`config.mk`:
```
export PLATFORM = sky130hd
export DESIGN_NAME = wb_sdram_pattern_master
export DESIGN_NICKNAME = d
export VERILOG_FILES = /design/src/rtl/wb_sdram_pattern_master.sv
export SDC_FILE = /design/constraint.sdc
export NUM_CORES = 1
export LEC_CHECK = 0
export CORE_MARGIN = 8
export CORE_UTILIZATION = 47
export CTS_BUF_LIST = sky130_fd_sc_hd__clkbuf_8 sky130_fd_sc_hd__clkbuf_16
export CTS_CLUSTER_SIZE = 8
export DETAILED_ROUTE_END_ITERATION = 12
export HOLD_SLACK_MARGIN = 0.1
export MAX_ROUTING_LAYER = met4
export PLACE_DENSITY_LB_ADDON = 0.3
export RECOVER_POWER = 25
export SYNTH_ARGS = -nofsm -noshare
export SYNTH_HDL_FRONTEND = slang
export SYNTH_SLANG_ARGS = --single-unit
```
`constraint.sdc`:
```
create_clock -name wb_clk_i -period 3.68 [get_ports wb_clk_i]
set_input_delay 0.368 -clock wb_clk_i [delete_from_list [all_inputs] [get_ports wb_clk_i]]
set_output_delay 0.368 -clock wb_clk_i [all_outputs]
set_load 0.02 [all_outputs]
```
`src/rtl/wb_sdram_pattern_master.sv`:
```
// rtl/wb_sdram_pattern_master.sv - Wishbone write-then-readback pattern initiator for SDRAM self-test
//
// Waits for SDRAM init, writes {~k,k} to num_words words from base_addr, reads them
// back and counts mismatches. A watchdog aborts a stalled transfer after TIMEOUT cycles.
//
// Ports:
//   wb_clk_i, wb_resetn        clock, asynchronous active-low reset
//   start, base_addr, num_words run launch (sampled in IDLE only) and run parameters
//   sdr_init_done               controller init complete
//   wb_cyc_o .. wb_cti_o        Wishbone initiator outputs (all registered)
//   wb_ack_i, wb_dat_i          Wishbone slave response
//   busy, done, err_cnt, first_err_addr, timeout   run status
//
// Optional feature: define WB_PATTERN_BURST_EN for incrementing bursts of up to
// BURST_LEN beats that never cross a BURST_LEN*4-byte aligned boundary.
module wb_sdram_pattern_master #(
    parameter int AW        = 26,
    parameter int DW        = 32,
    parameter int BURST_LEN = 8,
    parameter int TIMEOUT   = 1024
) (
    input  logic          wb_clk_i,
    input  logic          wb_resetn,
    input  logic          start,
    input  logic [AW-1:0] base_addr,
    input  logic [15:0]   num_words,
    input  logic          sdr_init_done,
    output logic          wb_cyc_o,
    output logic          wb_stb_o,
    output logic          wb_we_o,
    output logic [AW-1:0] wb_addr_o,
    output logic [DW-1:0] wb_dat_o,
    output logic [3:0]    wb_sel_o,
    output logic [2:0]    wb_cti_o,
    input  logic          wb_ack_i,
    input  logic [DW-1:0] wb_dat_i,
    output logic          busy,
    output logic          done,
    output logic [15:0]   err_cnt,
    output logic [AW-1:0] first_err_addr,
    output logic          timeout
);

`ifdef WB_PATTERN_BURST_EN
    localparam bit BURST_EN = 1'b1;
`else
    localparam bit BURST_EN = 1'b0;
`endif
    localparam int LB  = $clog2(BURST_LEN);
    localparam int WDW = $clog2(TIMEOUT + 1);

    typedef enum logic [2:0] {
        ST_IDLE, ST_WAIT_INIT, ST_WRITE, ST_WGAP, ST_READ, ST_RGAP, ST_DONE
    } state_t;

    state_t        state_q, state_d;
    logic [15:0]   k_q, k_d, num_q, num_d, err_q, err_d;
    logic [AW-1:0] base_q, base_d, addr_q, addr_d, ferr_q, ferr_d;
    logic [DW-1:0] dat_q, dat_d;
    logic [3:0]    sel_q, sel_d;
    logic [2:0]    cti_q, cti_d;
    logic          cyc_q, cyc_d, stb_q, stb_d, we_q, we_d;
    logic          busy_q, busy_d, done_q, done_d, tmo_q, tmo_d;
    logic [LB:0]   burst_left_q, burst_left_d;
    logic [WDW-1:0] wdog_q, wdog_d;

    logic [15:0]   beat_idx, remaining, beat_len;
    logic [AW-1:0] beat_addr;
    logic [LB:0]   bound_left;
    logic          ack, launch, cont, drop, launch_we, wd_expired;

    // Next beat to put on the bus: after an ack it is k+1, otherwise k itself.
    always_comb begin
        beat_idx   = (state_q == ST_WRITE || state_q == ST_READ) ? k_q + 16'd1 : k_q;
        beat_addr  = base_q + AW'({beat_idx, 2'b00});
        remaining  = num_q - beat_idx;
        // Words left before the next BURST_LEN*4-byte aligned boundary.
        bound_left = (LB+1)'(BURST_LEN) - {1'b0, beat_addr[LB+1:2]};
        beat_len   = (remaining < 16'(bound_left)) ? remaining : 16'(bound_left);
    end

    assign ack        = wb_ack_i & stb_q;
    assign wd_expired = (wdog_q == WDW'(TIMEOUT - 1));

    always_comb begin
        state_d      = state_q;
        k_d          = k_q;
        num_d        = num_q;
        base_d       = base_q;
        err_d        = err_q;
        ferr_d       = ferr_q;
        addr_d       = addr_q;
        dat_d        = dat_q;
        sel_d        = sel_q;
        cti_d        = cti_q;
        cyc_d        = cyc_q;
        stb_d        = stb_q;
        we_d         = we_q;
        busy_d       = busy_q;
        done_d       = 1'b0;
        tmo_d        = tmo_q;
        burst_left_d = burst_left_q;
        wdog_d       = (stb_q && !wb_ack_i) ? wdog_q + WDW'(1) : '0;
        launch       = 1'b0;
        cont         = 1'b0;
        drop         = 1'b0;
        launch_we    = 1'b0;

        case (state_q)
            ST_IDLE: begin
                if (start) begin
                    state_d = ST_WAIT_INIT;
                    base_d  = base_addr & ~AW'(3);
                    num_d   = num_words;
                    k_d     = '0;
                    err_d   = '0;
                    ferr_d  = '0;
                    tmo_d   = 1'b0;
                    busy_d  = 1'b1;
                end
            end
            ST_WAIT_INIT: begin
                if (sdr_init_done) begin
                    if (num_q == 16'd0) begin
                        state_d = ST_DONE;
                    end else begin
                        state_d   = ST_WRITE;
                        launch    = 1'b1;
                        launch_we = 1'b1;
                    end
                end
            end
            ST_WRITE: begin
                launch_we = 1'b1;
                if (ack) begin
                    k_d = k_q + 16'd1;
                    if (k_q + 16'd1 == num_q) begin
                        state_d = ST_RGAP;
                        k_d     = '0;
                        drop    = 1'b1;
                    end else if (BURST_EN && burst_left_q != (LB+1)'(1)) begin
                        cont = 1'b1;
                    end else begin
                        state_d = ST_WGAP;
                        drop    = 1'b1;
                    end
                end else if (wd_expired) begin
                    tmo_d   = 1'b1;
                    drop    = 1'b1;
                    state_d = ST_DONE;
                end
            end
            ST_READ: begin
                if (ack) begin
                    if (wb_dat_i != {~k_q, k_q}) begin
                        if (err_q != 16'hFFFF) err_d = err_q + 16'd1;
                        if (err_q == 16'd0) ferr_d = addr_q;
                    end
                    k_d = k_q + 16'd1;
                    if (k_q + 16'd1 == num_q) begin
                        state_d = ST_DONE;
                        drop    = 1'b1;
                    end else if (BURST_EN && burst_left_q != (LB+1)'(1)) begin
                        cont = 1'b1;
                    end else begin
                        state_d = ST_RGAP;
                        drop    = 1'b1;
                    end
                end else if (wd_expired) begin
                    tmo_d   = 1'b1;
                    drop    = 1'b1;
                    state_d = ST_DONE;
                end
            end
            ST_WGAP: begin
                state_d   = ST_WRITE;
                launch    = 1'b1;
                launch_we = 1'b1;
            end
            ST_RGAP: begin
                state_d = ST_READ;
                launch  = 1'b1;
            end
            ST_DONE: begin
                done_d  = 1'b1;
                busy_d  = 1'b0;
                state_d = ST_IDLE;
            end
            default: state_d = ST_IDLE;
        endcase

        if (launch || cont) begin
            cyc_d  = 1'b1;
            stb_d  = 1'b1;
            we_d   = launch_we;
            addr_d = beat_addr;
            dat_d  = {~beat_idx, beat_idx};
            sel_d  = 4'hF;
        end
        if (launch) begin
            burst_left_d = beat_len[LB:0];
            cti_d = !BURST_EN ? 3'b000 : (beat_len == 16'd1) ? 3'b111 : 3'b010;
        end
        if (cont) begin
            burst_left_d = burst_left_q - (LB+1)'(1);
            cti_d = (burst_left_q == (LB+1)'(2)) ? 3'b111 : 3'b010;
        end
        if (drop) begin
            cyc_d = 1'b0;
            stb_d = 1'b0;
            we_d  = 1'b0;
            cti_d = 3'b000;
        end
    end

    always_ff @(posedge wb_clk_i or negedge wb_resetn) begin
        if (!wb_resetn) begin
            state_q      <= ST_IDLE;
            k_q          <= '0;
            num_q        <= '0;
            base_q       <= '0;
            err_q        <= '0;
            ferr_q       <= '0;
            addr_q       <= '0;
            dat_q        <= '0;
            sel_q        <= '0;
            cti_q        <= 3'b000;
            cyc_q        <= 1'b0;
            stb_q        <= 1'b0;
            we_q         <= 1'b0;
            busy_q       <= 1'b0;
            done_q       <= 1'b0;
            tmo_q        <= 1'b0;
            burst_left_q <= '0;
            wdog_q       <= '0;
        end else begin
            state_q      <= state_d;
            k_q          <= k_d;
            num_q        <= num_d;
            base_q       <= base_d;
            err_q        <= err_d;
            ferr_q       <= ferr_d;
            addr_q       <= addr_d;
            dat_q        <= dat_d;
            sel_q        <= sel_d;
            cti_q        <= cti_d;
            cyc_q        <= cyc_d;
            stb_q        <= stb_d;
            we_q         <= we_d;
            busy_q       <= busy_d;
            done_q       <= done_d;
            tmo_q        <= tmo_d;
            burst_left_q <= burst_left_d;
            wdog_q       <= wdog_d;
        end
    end

    assign wb_cyc_o       = cyc_q;
    assign wb_stb_o       = stb_q;
    assign wb_we_o        = we_q;
    assign wb_addr_o      = addr_q;
    assign wb_dat_o       = dat_q;
    assign wb_sel_o       = sel_q;
    assign wb_cti_o       = cti_q;
    assign busy           = busy_q;
    assign done           = done_q;
    assign err_cnt        = err_q;
    assign first_err_addr = ferr_q;
    assign timeout        = tmo_q;

endmodule
```
Word level (Yosys, flattened, before mapping)
Index checks and enable logic that the tools add are counted.
- $add $sub $neg: 4
- eq/ne operators: 19
- multiplexer cells: 45
- bitwise gates (word level): 3
- reduce and logical (&&, ||, !) cells: 21
- operator list (operator ; count):
    two-way mux 16 bit ; 8
    two-way mux 26 bit ; 4
    case mux 26 bit (2 select lines) ; 1
    case mux 16 bit (3 select lines) ; 1
    adder 16 x 1 -> 16 bit, second input constant ; 2
    zero test 16 bit ; 2
    inequality test 32 bit ; 1
    inverter 16 bit ; 2
    case mux 16 bit (2 select lines) ; 1
    two-way mux 3 bit ; 9
    adder 26 x 18 -> 26 bit ; 1
    case mux 3 bit (6 select lines) ; 1
    == test 16 bit ; 1
    inequality test 16 bit, second input constant ; 1
    two-way mux 1 bit ; 14
    adder 11 x 1 -> 11 bit, second input constant ; 1
    == test 11 x 10 -> 1 bit, second input constant ; 1
    two-way mux 11 bit ; 1
    inequality test 2 bit, second input constant ; 5
    AND reduction 5 bit ; 2
    == test 3 bit, second input constant ; 3
    inequality test 2 x 1 -> 1 bit, second input constant ; 4
    case mux 1 bit (2 select lines) ; 4
    AND reduction 4 bit ; 2
    12 further kinds ; 20
- bits in registers: 179
- input port bits: 79
- output and inout bits: 113
- word-level logic and storage cells: 108

Logic depth before layout (Yosys ltp)
Gate-level depths: netlist of the first run.
- depth after elaboration: 6
- mapped depth: 16
- gate-level depth less buffers: 14

Worst setup path after synthesis of the first run
No wires, ideal clock.
- path type: register to register
- start point: reg state_q[1]
- end point: reg addr_q[17], in the netlist wb_addr_o[17]
- library setup time: 120 ps
- data arrival time: 3431 ps
- required time: 3560 ps
- path slack: 129 ps
- cell stages (with the launch flop): 16
- buffers on the path: 2
- clock period less this slack: 3551 ps
- path through: dfrtp_1 buf_2 xor2_1 nand2b_1 clkbuf_1 mux2i_1 inv_1 ha_1 a211o_1 o211ai_1 o211ai_1 o211ai_1 a21oi_1 o21a_1 or3_1 a31o_2
- word-level cells in the longest chain between the ends: 4
- elaborated cells on any way between the ends: 10
- those cells by class: 1 x add/sub; 5 x eq/ne; 2 x mux; 2 x reduce/logical
- RTL lines (element ; line ; RTL):
    start, declared ; 56 ; state_t state_q, state_d;
    start signal, assigned ; 237 ; state_q <= state_d;
    == test 3 x 2 -> 1 bit / == test 3 bit (equally long branches) ; 74 ; beat_idx = (state_q == ST_WRITE || state_q == ST_READ) ? k_q + 16'd1 : k_q;
    logical OR 1 bit (*) ; 74 ;
    two-way mux 16 bit (*) ; 74 ;
    net beat_idx[1] ; 67 ; logic [15:0] beat_idx, remaining, beat_len;
    adder 26 x 18 -> 26 bit (*) ; 75 ; beat_addr = base_q + AW'({beat_idx, 2'b00});
    end signal, assigned ; 243 ; addr_q <= addr_d;
    end, declared ; 58 ; logic [AW-1:0] base_q, base_d, addr_q, addr_d, ferr_q, ferr_d;
The timed path passes the listed nets; every way through them passes the cells marked *.
A chain may end at the register's enable or synchronous reset.

Final worst setup path of the first run
Same ends and word-level chain as after synthesis.

==> implementation parameters, run 1 <==
Parameter                              Value

Status
  Outcome ... finished, final reports clean

Power
  Static power due to leakage ... around 5 nW
  Switching Fraction ... between 30% and 40%
  Proportion of power drawn by combinational gates ... 42.6%
  Peak VDD IR ... 490 µV
  Power density of the placed cells ... just over 700 nW/µm²
  Relative contribution of the clock network to total power ... 21.7%
  Sw Pwr ... 3.30 mW
  Sequential cell fraction of total power ... a little over a third
  Internal power summed over all cells ... 5.19 mW

Synthesis
  Async S/R FF share, synth ... between 90% and 100%
  Cell area after synthesis ... 9230 µm²
  Flip-flop and latch count after synthesis ... 172
  Library cell occupying the most area in the post-synthesis netlist ... sky130_fd_sc_hd__dfrtp_1
  Number of enable flip-flop cells after synthesis ... 0
  Top cell type's share of synthesized area ... 46.6%
  Unique masters post-synth ... 66
  Synth Area per Inst ... around 9.5 µm²
  Commonest register cell after synthesis ... sky130_fd_sc_hd__dfrtp_1
  Synthesis warning total ... 0
  Biggest area contributors in the synthesized netlist ... sky130_fd_sc_hd__dfrtp_1 47%, sky130_fd_sc_hd__nand2_1 5.9%, sky130_fd_sc_hd__mux2_2 4.8%
  Sequential element share of the synthesized area ... between 40% and 50%
  Gate count after technology mapping ... 976

Clock tree
  CTS clock-pin slew for the worst setup and hold paths ... 0.07 ns
  Source-to-sink clock delay at the later pin of the worst-skew pair ... 0.44 ns
  Post-CTS setup-driven buffer insertion count ... 0
  Clock tree from TritonCTS ... yes
  CTS Buffer Depth ... 2
  Max H-tree Level ... 4
  TritonCTS buffer count ... 17
  Clock tree root driver cell ... sky130_fd_sc_hd__clkbuf_16
  Total clock sinks ... between 150 and 200

Timing
  Fraction of the cycle the final worst path needs ... between 90% and 100%
  Post-route setup slack ... about 0.2 ns
  Maximum frequency from static timing analysis ... around 290 MHz
  Worst slew margin relative to its limit ... under 10%
  Clock period minus final worst setup slack ... between 3 and 4 ns
  Largest clock skew in the final design ... 0.0115 ns
  Measured slew at the worst slew-check pin ... 1.47 ns
  Number of failing hold endpoints at the final stage ... 0
  # setup viols final ... 0
  RSZ-0062 raised after global routing ... false
  Total Neg Setup Slack ... 0 ns
  Max-slew violation count ... 0

Critical path
  Number of logic stages on the critical path including buffering ... 14
  Critical setup path kind ... reg -> reg
  Maximum single-stage delay on the critical path ... 0.41 ns
  Cell repeated most along the worst path ... sky130_fd_sc_hd__o211ai_1
  Req. time, crit path ... between 4 and 5 ns
  End point of the critical path ... wb_addr_o[17]$_DFFE_PN0P_
  R2R setup slack ... 0.20 ns
  Critical Path Start Type ... flip-flop
  Signal arrival time at the worst endpoint ... roughly 3.8 ns
  Chain of cells forming the critical path ... xor2_2 -> nand2b_1 -> buf_4 -> mux2i_1 -> inv_1 -> ha_1 -> a211o_1 -> o211ai_1 -> o211ai_1 -> o211ai_1 -> a21oi_1 -> o21a_1 -> or3_1 -> a31o_2
  Element type at the critical path end ... flip-flop
  Startpoint of the lowest-slack register-to-register path ... state_q[1]$_DFFE_PN0P_
  Top fanout value on the critical path ... 7
  Number of buffers and inverters on the critical path ... 2
  Cell count of the worst reg-to-reg path ... 14
  Start point of the critical path ... state_q[1]$_DFFE_PN0P_
  Family with the most delay on the worst path ... compound AO/OA/AOI/OAI gates
  Worst-path cell with the longest stage delay ... sky130_fd_sc_hd__dfrtp_1
  End of the worst register-to-register path ... wb_addr_o[17]$_DFFE_PN0P_

Floorplanning
  Area enclosed by the die boundary ... 24,400 µm²
  Number of I/O pins ... approximately 190
  Die width ... ~160 µm
  Vertical extent of the die ... 156 µm
  Initial standard-cell utilization of the core ... a little under half
  Standard cell core area ... between 15,000 and 20,000 µm²
  Standard-cell row count ... between 50 and 60

Drt
  Met2 routed WL ... ~12,000 µm
  Post-route DRC violation count ... 0
  Met3 wirelength from detailed routing ... approximately 1700 µm
  Vias post-DR ... 7,843
  Average wire per cell in the routed design ... 17.6 µm
  1st-iter DRT viols ... around 510
  Final routed wirelength across all metal layers ... about 25,000 µm
  Initial DRT Pass Iterations ... 5
  Via-to-Cell Ratio ... about 5.4
  Top routing layer in use ... met4
  Post-detailed-route count of antenna-violating nets ... 0
  M1 WL ... 11,600 µm

Final layout
  Layout overhead on the synthesized area ... 30.5%
  Count of filler cells inserted in the layout ... approximately 1,700
  Total area of multi-input combinational cells ... ~4600 µm²
  FF/Latch Area ... 4300 µm²
  Number of nets in the finished design ... 1,266
  Share of final-layout standard cells stronger than drive strength 1 ... between 10 and 15%
  Post-route cell area ... approximately 12,000 µm²

GRT
  Antenna violations before repair ... 1
  First-pass GRT wire length ... 40,300 µm
  Overall Global Routing Usage ... around 22%
  Largest net degree at the start of global routing ... 80
  GR Overflow Total ... 0
  Vias in the first global route ... about 7,600

Place
  Worst setup slack after placement ... about 0.18 ns
  Total half-perimeter wirelength after legalization and detailed placement ... roughly 19,000 µm
  Count of input and output buffers ... roughly 180
  Dpl cell area ... roughly 11,000 µm²
  Routability cong. ... 0.902

Worst hold path
  Hold WC Path Type ... reg -> reg

Run
  Reported max-cap violation count ... 0
==> stage by stage <==
stage | utilization [%] | total power, mW | cells | hold slack (ns)
after floorplan | - | 5.15 | 982 | 0.0724
after global placement | 59.0 | 6.60 | 1411 | 0.371
after detailed placement | 59.0 | 6.67 | 1411 | 0.375
after CTS | 62.1 | 8.53 | 1444 | 0.468
after global routing | 62.1 | 9.01 | 1445 | 0.491
final | 62.1 | 8.49 | 1445 | 0.465
==> registers in the layout, summed over array words and instances, names as in the netlist <==
register and cells:
wb_dat_o 32, base_q 24, first_err_addr 24, wb_addr_o 24
err_cnt 16, k_q 16, num_q 16, wdog_q 11
state_q 3, busy 1, done 1, timeout 1
wb_sel_o 1, wb_stb_o 1, wb_we_o 1
==> timing repair <==
action / in CTS / in global routing
endpoints found under the hold margin: 56 / 0
endpoints found under the setup margin: 0 / 9
hold buffers: 1 / 0
resized for setup: 0 / 3
==> layout make-up <==
type | instances | area share [%]
Sequential cell | 172 | 35.7
Inverter | 27 | 0.841
Antenna cell | 1 | 0.0208
Timing Repair Buffer | 223 | 17.6
Multi-Input combinational cell | 725 | 38.0
Clock buffer | 18 | 3.65
Clock inverter | 14 | 1.35
Tap cell | 265 | 2.75
==> how the worst min path moves through the flow <==
stage                        startpoint                             end  slack, ns  depth (start not counted)
finish              wdog_q[0]$_DFF_PN0_             wdog_q[0]$_DFF_PN0_       0.47                          1
global route        wdog_q[0]$_DFF_PN0_             wdog_q[0]$_DFF_PN0_       0.49                          1
CTS                 wdog_q[0]$_DFF_PN0_             wdog_q[0]$_DFF_PN0_       0.47                          1
detailed placement            wb_resetn  first_err_addr[14]$_DFFE_PN0P_       0.37                          1
global placement              wb_resetn  first_err_addr[14]$_DFFE_PN0P_       0.37                          1
floorplan                     wb_resetn          base_q[10]$_DFFE_PN0P_       0.07                          0
==> power groups by stage <==
| stage | clock network (mW) | logic (mW) | registers (mW) |
|---|---|---|---|
| after CTS | 1.87 | 3.64 | 3.02 |
| after floorplan | 0 | 1.89 | 3.27 |
| after detailed placement | 0 | 3.62 | 3.05 |
| after global placement | 0 | 3.56 | 3.04 |
| after global routing | 1.94 | 3.96 | 3.11 |
| final | 1.84 | 3.62 | 3.03 |
==> cell families after synthesis <==
family,count (synthesis),share of synthesized area (%)
buf+inv,85,4.36
simple gates,385,20.9
other cells,1,0.0406
flops,172,46.6
xor+xnor,71,6.73
mux,43,5.19
compound gates,198,13.2
fa+ha+maj,21,2.93
==> per-layer routing <==
layer  vias to the layer above  track usage [%]
li1                       3798                -
met1                      3748             28.3
met2                       263             32.4
met3                        34             4.79
met4                         0             8.19
met5                         -                -
==> worst register-to-register path: cells and delay by family (launching register included) <==
family | cells | cell delay, ns
AND/OR/NAND/NOR | 2 | 0.47
adder cells (fa/ha/maj) | 1 | 0.29
multiplexers | 1 | 0.26
buffers and inverters | 2 | 0.27
AO/OA/AOI/OAI | 7 | 1.46
XOR/XNOR | 1 | 0.20
flip-flops | 1 | 0.41
==> cells in the mapped netlist, types with 2 or more instances <==
library cell / number
sky130_fd_sc_hd__inv_1: 27
sky130_fd_sc_hd__nor4_1: 11
sky130_fd_sc_hd__or3_1: 24
sky130_fd_sc_hd__nor3b_1: 11
sky130_fd_sc_hd__a211o_1: 3
sky130_fd_sc_hd__o31ai_1: 5
sky130_fd_sc_hd__mux2i_1: 4
sky130_fd_sc_hd__nor2_1: 78
sky130_fd_sc_hd__nand2b_1: 12
sky130_fd_sc_hd__clkbuf_1: 28
sky130_fd_sc_hd__buf_4: 17
sky130_fd_sc_hd__nand2_1: 144
sky130_fd_sc_hd__o21a_1: 11
sky130_fd_sc_hd__and3_1: 7
sky130_fd_sc_hd__and3b_1: 9
sky130_fd_sc_hd__nand4_1: 23
sky130_fd_sc_hd__a21oi_1: 28
sky130_fd_sc_hd__buf_1: 2
sky130_fd_sc_hd__buf_2: 9
sky130_fd_sc_hd__nand3b_1: 4
sky130_fd_sc_hd__and2_1: 4
sky130_fd_sc_hd__o21ai_0: 80
sky130_fd_sc_hd__o2111ai_1: 2
sky130_fd_sc_hd__ha_1: 20
sky130_fd_sc_hd__a21o_1: 13
sky130_fd_sc_hd__xor2_1: 34
sky130_fd_sc_hd__a31oi_1: 17
sky130_fd_sc_hd__nor2b_1: 3
sky130_fd_sc_hd__o22ai_1: 16
sky130_fd_sc_hd__dfrtp_1: 172
sky130_fd_sc_hd__xnor2_1: 37
sky130_fd_sc_hd__a31o_2: 2
sky130_fd_sc_hd__and4_1: 5
sky130_fd_sc_hd__mux2_2: 39
sky130_fd_sc_hd__o211ai_1: 8
sky130_fd_sc_hd__a211oi_1: 2
sky130_fd_sc_hd__nor3_1: 10
sky130_fd_sc_hd__nand3_1: 27
==> cells in the final DEF, fill, tap and decap left out, drive strengths merged, types with 8 or more instances in the layout <==
cell	instances
clkdlybuf4s50	180
dfrtp	172
nand2	144
o21ai	80
nor2	79
mux2	39
buf	38
xnor2	37
xor2	34
inv	31
a21oi	28
nand3	28
nand4	25
or3	24
clkbuf	21
ha	20
a31oi	18
o22ai	16
a21o	13
nand2b	12
nor4	12
nor3b	12
o21a	11
nor3	11
and3b	9
o211ai	8
Note: power is estimated with default switching activity, not from simulation.
==> inputs of run 2 (changes only) <==
==> constraint.sdc (replaced) <==
create_clock -name wb_clk_i -period 3.1 [get_ports wb_clk_i]
set_input_delay 0.31 -clock wb_clk_i [delete_from_list [all_inputs] [get_ports wb_clk_i]]
set_output_delay 0.31 -clock wb_clk_i [all_outputs]
set_load 0.02 [all_outputs]
==> implementation parameters, run 2 (synthesis results as in run 1) <==
Parameter                              Value

Clock tree
  Max H-tree Level ... 4
  CTS clock-pin slew for the worst setup and hold paths ... roughly 0.07 ns
  Total clock sinks ... 172
  CTS Buffer Depth ... 2
  Source-to-sink clock delay at the later pin of the worst-skew pair ... about 0.43 ns
  Clock tree root driver cell ... sky130_fd_sc_hd__clkbuf_16
  Clock tree from TritonCTS ... yes
  TritonCTS buffer count ... 17

Critical path
  Signal arrival time at the worst endpoint ... 3.48 ns
  Number of buffers and inverters on the critical path ... 0
  Top fanout value on the critical path ... 4
  Critical Path Start Type ... flip-flop
  Req. time, crit path ... approximately 3.4 ns
  Element type at the critical path end ... flip-flop
  Critical setup path kind ... reg -> reg
  Maximum single-stage delay on the critical path ... roughly 0.43 ns
  Worst-path cell with the longest stage delay ... sky130_fd_sc_hd__dfrtp_1
  Family with the most delay on the worst path ... simple AND/OR/NAND/NOR gates
  Chain of cells forming the critical path ... ha_4 -> and3_4 -> nand3_1 -> nor2_1 -> xnor2_1 -> ha_1 -> and4_1 -> nand3_1 -> o211ai_1 -> o211ai_1 -> a21oi_2 -> o21a_1 -> or3_1 -> a31o_2

Timing
  Worst hold margin ... between 0.4 and 0.5 ns
  Post-route setup slack ... -0.0638 ns
  Largest clock skew in the final design ... 0.00783 ns
  Max-slew violation count ... between 60 and 70
  Number of failing hold endpoints at the final stage ... 0
  Fraction of the cycle the final worst path needs ... 102%
  Measured slew at the worst slew-check pin ... roughly 1.6 ns
  Clock period minus final worst setup slack ... ~3.2 ns
  Total Neg Setup Slack ... -0.0963 ns
  RSZ-0062 raised after global routing ... true
  # setup viols final ... 4
  Worst slew margin relative to its limit ... -4.68%
  Maximum frequency from static timing analysis ... about 320 MHz

Place
  Total half-perimeter wirelength after legalization and detailed placement ... roughly 21,000 µm
  Worst setup slack after placement ... -0.328 ns
  Dpl cell area ... roughly 12,000 µm²
  Count of input and output buffers ... about 180
  Routability cong. ... 0.954

Power
  Tot Pwr ... 10.7 mW
  Proportion of power drawn by combinational gates ... a little under half
  Sequential cell fraction of total power ... 33.8%
  Sw Pwr ... approximately 4.2 mW
  Switching Fraction ... between 30% and 40%
  Static power due to leakage ... between 5 and 6 nW
  Power density of the placed cells ... approximately 830 nW/µm²
  Relative contribution of the clock network to total power ... 20.1%
  Internal power summed over all cells ... 6.54 mW
  Peak VDD IR ... ~600 µV

GRT
  Overall Global Routing Usage ... a little under a quarter
  Vias in the first global route ... between 8,000 and 9,000
  GR Overflow Total ... 0
  First-pass GRT wire length ... 43,000 µm
  Antenna violations before repair ... 0
  Largest net degree at the start of global routing ... 61

Status
  Violated checks ... max-capacitance violations, max-slew violations, negative setup slack
  Outcome ... finished with violations

Drt
  Average wire per cell in the routed design ... about 18 µm
  Final routed wirelength across all metal layers ... between 20,000 and 30,000 µm
  1st-iter DRT viols ... between 600 and 700
  Via-to-Cell Ratio ... 5.46
  Initial DRT Pass Iterations ... 5
  Post-route DRC violation count ... 0
  Post-detailed-route count of antenna-violating nets ... 0
  Vias post-DR ... 8,202

Floorplanning
  Initial standard-cell utilization of the core ... between 40% and 50%
  Standard-cell row count ... a little over 50
  Area enclosed by the die boundary ... approximately 24,000 µm²
  Number of I/O pins ... 192
  Die width ... 156 µm
  Standard cell core area ... about 19,000 µm²
  Vertical extent of the die ... 156 µm

Final layout
  Antenna diode count ... 0
  Count of filler cells inserted in the layout ... 1,576
  Share of final-layout standard cells stronger than drive strength 1 ... between 10% and 20%
  Number of nets in the finished design ... around 1,300
  Largest register FFs ... 32
  Total area of multi-input combinational cells ... roughly 5000 µm²
  Most frequent cells in the layout ... 181 x sky130_fd_sc_hd__clkdlybuf4s50_1, 171 x sky130_fd_sc_hd__dfrtp_1, 142 x sky130_fd_sc_hd__nand2_1
  Most frequent standard cell in the layout excluding fill and tap cells ... sky130_fd_sc_hd__clkdlybuf4s50_1
  FF/Latch Area ... between 4000 and 5000 µm²
  Post-route cell area ... around 13,000 µm²
  Layout overhead on the synthesized area ... 39.3%

Worst hold path
  Hold WC Path Type ... in -> reg

Run
  Reported max-cap violation count ... 1
==> run 2: area by class of cell <==
type                    instances  area share, %
repair buffers                282           20.4
inverters                      27          0.788
multi-input cells             725           38.2
clock buffers                  17           3.31
well taps                     265           2.58
clock inverters                15           1.27
flip-flops and latches        172           33.5
==> run 2: through the flow <==
| stage | utilization (%) | std cells |
|---|---|---|
| floorplan | - | 982 |
| CTS | 65.4 | 1500 |
| global route | 66.3 | 1503 |
| detailed placement | 61.4 | 1462 |
| finish | 66.3 | 1503 |
| global placement | 61.4 | 1462 |
==> run 2: what timing repair did <==
item | in CTS | in global routing
endpoints found under the setup margin | 13 | 10
resized for setup | 29 | 32
hold endpoints to repair | 57 | 0
cloned | 0 | 0
hold buffers | 1 | 0
buffers inserted | 5 | 3
pin swaps | 18 | 25
==> run 2: worst paths after layout <==
kind | start | end | slack [ns] | cells after the start
setup / recovery | k_q[0]$_DFFE_PN0P_ | wb_addr_o[17]$_DFFE_PN0P_ | -0.06 | 14
hold / removal | num_words[14] | num_q[14]$_DFFE_PN0P_ | 0.44 | 3
setup reg to reg | k_q[0]$_DFFE_PN0P_ | wb_addr_o[17]$_DFFE_PN0P_ | -0.06 | 14
hold reg to reg | wdog_q[0]$_DFF_PN0_ | wdog_q[0]$_DFF_PN0_ | 0.46 | 1
max in group asynchronous | wb_resetn | k_q[4]$_DFFE_PN0P_ | 0.64 | 3
min in group asynchronous | wb_resetn | first_err_addr[12]$_DFFE_PN0P_ | 0.81 | 2
==> run 2: power by group through the flow <==
stage / Combinational, mW / Clock, mW / Sequential, mW
global placement: 4.48 / 0 / 3.59
floorplan: 2.30 / 0 / 3.88
global route: 5.33 / 2.28 / 3.71
detailed placement: 4.57 / 0 / 3.61
CTS: 4.81 / 2.18 / 3.59
finish: 4.93 / 2.15 / 3.61
==> run 2: layer usage <==
layer  vias up  GRT usage [%]  share of wire (%)
met5         -              -                  0
met4         0           7.46                2.3
met3        46           5.37                6.7
met2       278           35.7                 47
met1      3953           29.3                 44
li1       3925              -                  -
==> run 2: tightest hold or removal path, stage by stage <==
cell and delay [ns]:
sky130_fd_sc_hd__clkdlybuf4s50_1 0.40, sky130_fd_sc_hd__nand2_1 0.05, sky130_fd_sc_hd__o21ai_0 0.06
==> inputs of run 3 (changes only) <==
--- a/config.mk
+++ b/config.mk
@@ -5,10 +5,11 @@
 export SDC_FILE = /design/constraint.sdc
 export NUM_CORES = 1
 export LEC_CHECK = 0
+export ABC_CLOCK_PERIOD_IN_PS = 3100
 export CORE_MARGIN = 8
 export CORE_UTILIZATION = 47
 export CTS_BUF_LIST = sky130_fd_sc_hd__clkbuf_8 sky130_fd_sc_hd__clkbuf_16
-export CTS_CLUSTER_SIZE = 8
+export CTS_CLUSTER_SIZE = 12
 export DETAILED_ROUTE_END_ITERATION = 12
 export HOLD_SLACK_MARGIN = 0.1
 export MAX_ROUTING_LAYER = met4
==> results of run 3 <==
The final DEF is identical to that of run 2; final timing and power are the same.
